### src/rtl/pc_branch_ctrl_if.sv
// Fetch-redirect bundle between the EX/jump logic (master) and the PC stage (slave).
// Carries redirect requests in and the fetch PC, flush and statistics out.
interface pc_branch_ctrl_if #(
    parameter int unsigned PC_W  = 32,
    parameter int unsigned CNT_W = 16
);
    logic             stall;
    logic             jump;
    logic             jump_cond_true;
    logic [PC_W-1:0]  jump_target;
    logic [PC_W-1:0]  pc;
    logic             flush;
    logic             redirect_taken;
    logic             misalign;
    logic [CNT_W-1:0] taken_cnt;

    modport master (
        output stall, jump, jump_cond_true, jump_target,
        input  pc, flush, redirect_taken, misalign, taken_cnt
    );

    modport slave (
        input  stall, jump, jump_cond_true, jump_target,
        output pc, flush, redirect_taken, misalign, taken_cnt
    );
endinterface

### src/rtl/pc_branch_ctrl.sv
// Program-counter and redirect stage: owns the fetch PC, turns jump requests into
// PC loads with a fixed-length wrong-path flush, and counts accepted redirects.
module pc_branch_ctrl #(
    parameter int unsigned      PC_W         = 32,
    parameter logic [PC_W-1:0]  RESET_PC     = '0,
    parameter int unsigned      INSTR_BYTES  = 4,
    parameter int unsigned      FLUSH_CYCLES = 2,
    parameter int unsigned      CNT_W        = 16
) (
    input logic              clk,
    input logic              rst_n,
    pc_branch_ctrl_if.slave  bus
);

    localparam logic [PC_W-1:0] LOW_MASK   = PC_W'(INSTR_BYTES - 1);
    localparam logic [PC_W-1:0] PC_INC     = PC_W'(INSTR_BYTES);
    localparam logic [3:0]      FLUSH_LAST = 4'(FLUSH_CYCLES - 1);

    typedef enum logic [1:0] {
        ST_RUN   = 2'd0,
        ST_HOLD  = 2'd1,
        ST_FLUSH = 2'd2
    } state_e;

    state_e           state_q, state_d;
    logic [PC_W-1:0]  pc_q, pc_d;
    logic [PC_W-1:0]  pend_tgt_q, pend_tgt_d;
    logic             pend_mis_q, pend_mis_d;
    logic             flush_q, flush_d;
    logic             redir_q, redir_d;
    logic             mis_q, mis_d;
    logic [3:0]       cnt_q, cnt_d;
    logic [CNT_W-1:0] taken_q, taken_d;

    logic             req;
    logic [PC_W-1:0]  req_tgt;
    logic             req_mis;
    logic             accept;
    logic [PC_W-1:0]  acc_tgt;
    logic             acc_mis;
    logic [PC_W-1:0]  pc_next_seq;

    assign req = bus.jump | bus.jump_cond_true;

    // Target bits are gated by req so an undriven target bus never reaches state.
    assign req_tgt = req ? (bus.jump_target & ~LOW_MASK) : '0;
    assign req_mis = req & (|(bus.jump_target & LOW_MASK));

    assign pc_next_seq = pc_q + PC_INC;

    always_comb begin
        // NOTE: every signal driven here gets a default first, so no path can infer a latch.
        state_d    = state_q;
        pc_d       = pc_q;
        pend_tgt_d = pend_tgt_q;
        pend_mis_d = pend_mis_q;
        flush_d    = flush_q;
        cnt_d      = cnt_q;
        accept     = 1'b0;
        acc_tgt    = req_tgt;
        acc_mis    = req_mis;

        unique case (state_q)
            ST_RUN: begin
                if (req) begin
                    if (bus.stall) begin
                        pend_tgt_d = req_tgt;
                        pend_mis_d = req_mis;
                        state_d    = ST_HOLD;
                    end else begin
                        accept = 1'b1;
                    end
                end else if (!bus.stall) begin
                    pc_d = pc_next_seq;
                end
            end

            ST_HOLD: begin
                // The first latched target wins; new requests are ignored here.
                if (!bus.stall) begin
                    accept  = 1'b1;
                    acc_tgt = pend_tgt_q;
                    acc_mis = pend_mis_q;
                end
            end

            ST_FLUSH: begin
                if (!bus.stall) begin
                    pc_d = pc_next_seq;
                    if (cnt_q == 4'd0) begin
                        flush_d = 1'b0;
                        state_d = ST_RUN;
                    end else begin
                        cnt_d = cnt_q - 4'd1;
                    end
                end
            end

            default: begin
                flush_d = 1'b0;
                state_d = ST_RUN;
            end
        endcase

        if (accept) begin
            pc_d    = acc_tgt;
            flush_d = 1'b1;
            cnt_d   = FLUSH_LAST;
            state_d = ST_FLUSH;
        end

        redir_d = accept;
        mis_d   = accept & acc_mis;

        // Saturating count: an all-ones counter simply stops.
        if (accept && (taken_q != '1)) begin
            taken_d = taken_q + CNT_W'(1);
        end else begin
            taken_d = taken_q;
        end
    end

    // NOTE: state registers use non-blocking assignments so every flop samples pre-edge values.
    always_ff @(posedge clk or negedge rst_n) begin
        if (!rst_n) begin
            state_q    <= ST_RUN;
            pc_q       <= RESET_PC;
            pend_tgt_q <= '0;
            pend_mis_q <= 1'b0;
            flush_q    <= 1'b0;
            redir_q    <= 1'b0;
            mis_q      <= 1'b0;
            cnt_q      <= 4'd0;
            taken_q    <= '0;
        end else begin
            state_q    <= state_d;
            pc_q       <= pc_d;
            pend_tgt_q <= pend_tgt_d;
            pend_mis_q <= pend_mis_d;
            flush_q    <= flush_d;
            redir_q    <= redir_d;
            mis_q      <= mis_d;
            cnt_q      <= cnt_d;
            taken_q    <= taken_d;
        end
    end

    assign bus.pc             = pc_q;
    assign bus.flush          = flush_q;
    assign bus.redirect_taken = redir_q;
    assign bus.misalign       = mis_q;
    assign bus.taken_cnt      = taken_q;

endmodule

### src/flat_wrapper.sv
// flat-port wrapper written by rule: the top's interface ports become plain ports
module pc_branch_ctrl_flat 
#(
    parameter int unsigned      PC_W         = 32,
    parameter logic [PC_W-1:0]  RESET_PC     = '0,
    parameter int unsigned      INSTR_BYTES  = 4,
    parameter int unsigned      FLUSH_CYCLES = 2,
    parameter int unsigned      CNT_W        = 16
)
  (clk, rst_n, bus_stall, bus_jump, bus_jump_cond_true, bus_jump_target, bus_pc, bus_flush, bus_redirect_taken, bus_misalign, bus_taken_cnt);
  pc_branch_ctrl_if #(.PC_W(PC_W), .CNT_W(CNT_W)) bus_i ();
  input logic clk;
  input logic rst_n;
  input wire logic [$bits(bus_i.stall)-1:0] bus_stall;
  input wire logic [$bits(bus_i.jump)-1:0] bus_jump;
  input wire logic [$bits(bus_i.jump_cond_true)-1:0] bus_jump_cond_true;
  input wire logic [$bits(bus_i.jump_target)-1:0] bus_jump_target;
  output wire logic [$bits(bus_i.pc)-1:0] bus_pc;
  output wire logic [$bits(bus_i.flush)-1:0] bus_flush;
  output wire logic [$bits(bus_i.redirect_taken)-1:0] bus_redirect_taken;
  output wire logic [$bits(bus_i.misalign)-1:0] bus_misalign;
  output wire logic [$bits(bus_i.taken_cnt)-1:0] bus_taken_cnt;
  assign bus_i.stall = bus_stall;
  assign bus_i.jump = bus_jump;
  assign bus_i.jump_cond_true = bus_jump_cond_true;
  assign bus_i.jump_target = bus_jump_target;
  assign bus_pc = bus_i.pc;
  assign bus_flush = bus_i.flush;
  assign bus_redirect_taken = bus_i.redirect_taken;
  assign bus_misalign = bus_i.misalign;
  assign bus_taken_cnt = bus_i.taken_cnt;
  pc_branch_ctrl #(.PC_W(PC_W), .RESET_PC(RESET_PC), .INSTR_BYTES(INSTR_BYTES), .FLUSH_CYCLES(FLUSH_CYCLES), .CNT_W(CNT_W)) u_core (.clk(clk), .rst_n(rst_n), .bus(bus_i));
endmodule
### config.mk
export PLATFORM = sky130hd
export DESIGN_NAME = pc_branch_ctrl_flat
export DESIGN_NICKNAME = d
export VERILOG_FILES = /design/src/rtl/pc_branch_ctrl_if.sv /design/src/rtl/pc_branch_ctrl.sv /design/src/flat_wrapper.sv
export SDC_FILE = /design/constraint.sdc
export NUM_CORES = 1
export LEC_CHECK = 0
export BUFFER_PORTS_ARGS = -buffer_cell sky130_fd_sc_hd__buf_2
export CORE_AREA = 2 2 106 108
export DETAILED_ROUTE_END_ITERATION = 8
export DIE_AREA = 0 0 108 110
export MAX_ROUTING_LAYER = met4
export PLACE_DENSITY = 0.75
export SETUP_SLACK_MARGIN = 0.15
export SYNTH_ARGS = -nofsm -noshare
export SYNTH_HDL_FRONTEND = slang
export SYNTH_SLANG_ARGS = --single-unit
### constraint.sdc
create_clock -name clk -period 5.5 [get_ports clk]
set_input_delay 0.825 -clock clk [delete_from_list [all_inputs] [get_ports clk]]
set_output_delay 0.825 -clock clk [all_outputs]
set_load 0.02 [all_outputs]
==> impl_metrics.toml <==
[sta]
hold_viol_final = 0
period_minus_slack_ns = 2.83
final-setup-viol-count = 0
maxSlewViolCount = 0
min_period_over_period = 0.515
rsz0062_at_grt = "false"
fin_setup_tns_ns = 0
max_slew_margin = 0.294
max_freq_mhz = 353
skew_ns = 0.00426
worst_pin_slew_ns = 1.06

[route]
post-route-drc-count = 0
wl_um = 12800
viasPerCell = 5.76
vias = 4398
wl_per_cell_um = 16.8
dr.pass1.iters = 6
dr.first_iter.drc_count = 372
ant_nets = 0

[clocking]
cts_setup_buffers = 0
path_clk_slew_ns = 0.08
clock-root-buffer = "clkbuf_8"
cts_resized = 0
cts_tree = "done"
htreeDepth = 3
cts.path.max_buffers = 2
cts_sinks = 90
cts_hold_buf = 0
numCtsBuffers = 9
insertion_delay_ns = 0.37

[synthesis]
ys_seq_area_frac = 0.475
synth_compound_area_frac = 0.156
synth.distinct_cells = 54
synth_fa_ha_area_frac = 0.0105
synth_top_family_by_area = "simple AND/OR/NAND/NOR gates"
synth-simple-area-share = 0.286
yosysWarnings = 0
synth-xor-area-share = 0.0277
syn-mean-instance-area_um2 = 8.69
synthArstFlopShare = 1.00
ys.flop_type = "dfrtp_1"
yosys-top-cells-count = "nand2_1 (128), dfrtp_1 (90), nand3_1 (36), nor2_1 (36), a21oi_1 (33)"
synth.area.mux_share = 0.0119
synth-seq-cells = 90
synth_edf_count = 0
synthesis.nets = 587
synth_area_um2 = 4740
ys_top_cells_by_area = "dfrtp_1 (47%), nand2_1 (10%), nand3_1 (3.8%), a21oi_1 (3.5%), nor2_1 (2.8%)"
synth_top_area_share = 0.475
synth_top_area_cell = "dfrtp_1"
yosysMostFrequentCell = "nand2_1"
netlist_instances = 546

[floorplanning]
row_count = 38
ios = 88
fp.coreArea_um2 = 10700
die_w_um = 108
start_util = 0.444
design.die.area_um2 = 11900
die_h_um = 110

[power_and_ir_drop]
power.density_nw_per_um2 = 488
leakage_nw = 2.53
peakVddDrop_uv = 188
power_mw = 2.67

[global_routing]
gr-total-overflow = 0
grt_pass1_vias = 4153
grt_max_degree = 48
grt_pass1_wl_um = 20700
groute.usage.overall = 0.232
antenna_found_initial = 0

[setup_path]
critPathArrivalTime_ns = 3.09
cp-start-kind = "input pin"
crit_fanout = 46
path_class = "input pin to register"
crit_required_ns = 5.76
worstSetupEndpointType = "register"

[finish]
syn_to_final_growth_pct = 15.3
final_util = 0.512
regArea_um2 = 2250
n_fill_cell = 1027
antenna_cells = 0
multi_input_area_um2 = 2350
nNetsFinal = 659
drive_gt1_frac = 0.202

[run_status]
status = "complete, no violations"

[min_path]
hold_path_class = "input pin to asynchronous set/reset pin"

[placed_design]
port_buffers = 87
place.gp.congestion = 0.870
place.detailed.hpwl_um = 9010

[job]
maxCapViolCount = 0
## stage by stage
step	area (um^2)	hold WS [ns]	setup WS, ns	instances
after global routing	5470	0.499	2.57	763
after CTS	5470	0.476	2.74	763
final	5470	0.460	2.67	763
after detailed placement	5290	0.463	2.34	747
after floorplan	4740	0.438	3.39	546
after global placement	5290	0.451	2.47	747
## cells by family (layout without fill, tap and decap cells)
group | after synthesis | after routing
and+or+nand+nor | 277 | 277
AOI/OAI and AO/OA | 115 | 115
DFF | 90 | 90
buffers and inverters | 40 | 117
xor gates and xnor gates | 15 | 15
muxes | 5 | 5
adders and majority gates | 4 | 4
## routing by layer
metal  GRT usage  share of wire  up-vias
met5           -              0        -
met4      0.0797          0.016        0
met3      0.0400          0.065       19
met2       0.354           0.46      172
met1       0.315           0.45     2117
li1            -              -     2090
## final timing paths
kind	cells past startpoint	end	start	slack [ns]
max in group asynchronous	2	u_core.pend_tgt_q[11]	rst_n	4.03
worst min-delay path	1	u_core.bus.taken_cnt[8]	rst_n	0.46
worst min register to register	2	u_core.pend_tgt_q[8]	u_core.pend_tgt_q[8]	0.48
worst max register to register	6	u_core.bus.taken_cnt[10]	u_core.state_q[1]	2.93
worst max-delay path	7	u_core.bus.taken_cnt[10]	bus_jump	2.67
min in group clk	2	u_core.pend_tgt_q[8]	u_core.pend_tgt_q[8]	0.48
## layout make-up
class / instances / area share
Clock buffer: 14 / 0.0316
Timing Repair Buffer: 93 / 0.0882
Clock inverter: 2 / 0.00183
Sequential cell: 90 / 0.412
Inverter: 8 / 0.00549
Multi-Input combinational cell: 416 / 0.429
Tap cell: 140 / 0.0320
## flip-flops by register name, indices dropped and copies added (netlist names)
| signal | cells |
|---|---|
| u_core.pend_tgt_q | 32 |
| u_core.bus.flush | 1 |
| u_core.state_q | 2 |
| u_core.bus.misalign | 1 |
| u_core.bus.pc | 32 |
| u_core.bus.taken_cnt | 16 |
| u_core.bus.redirect_taken | 1 |
| u_core.cnt_q | 4 |
| u_core.pend_mis_q | 1 |
## worst max-delay path: stages
cell     delay [ns]
buf_2          0.09
or2_1          0.80
o21ai_4        0.06
buf_4          0.32
nor4_1         0.61
nand4_1        0.20
xnor2_1        0.16
## power by group
| part | total, mW | internal, mW | switching (mW) |
|---|---|---|---|
| clock network | 0.431 | 0.201 | 0.230 |
| logic | 1.04 | 0.380 | 0.662 |
| registers | 1.20 | 0.915 | 0.281 |
## placed cells by master, fill, tap and decap left out, types with 3 or more instances in the layout
cell / count
nand2_1: 128
dfrtp_1: 90
buf_2: 86
nor2_1: 36
nand3_1: 36
a21oi_1: 33
o21ai_0: 17
nand4_1: 14
a31oi_1: 14
and3_1: 14
clkbuf_8: 12
xor2_1: 10
nor3_1: 10
a211oi_1: 9
inv_1: 8
o22a_1: 8
buf_4: 7
or3_1: 6
nor4_1: 5
o22ai_1: 5
xnor2_1: 5
mux2_2: 5
and4_1: 4
a22oi_1: 4
o311ai_0: 4
a41oi_1: 4
ha_1: 4
o21ai_1: 3
nor4_4: 3
and2_1: 3
nand2b_1: 3
Note: power is estimated with default switching activity, not from simulation.
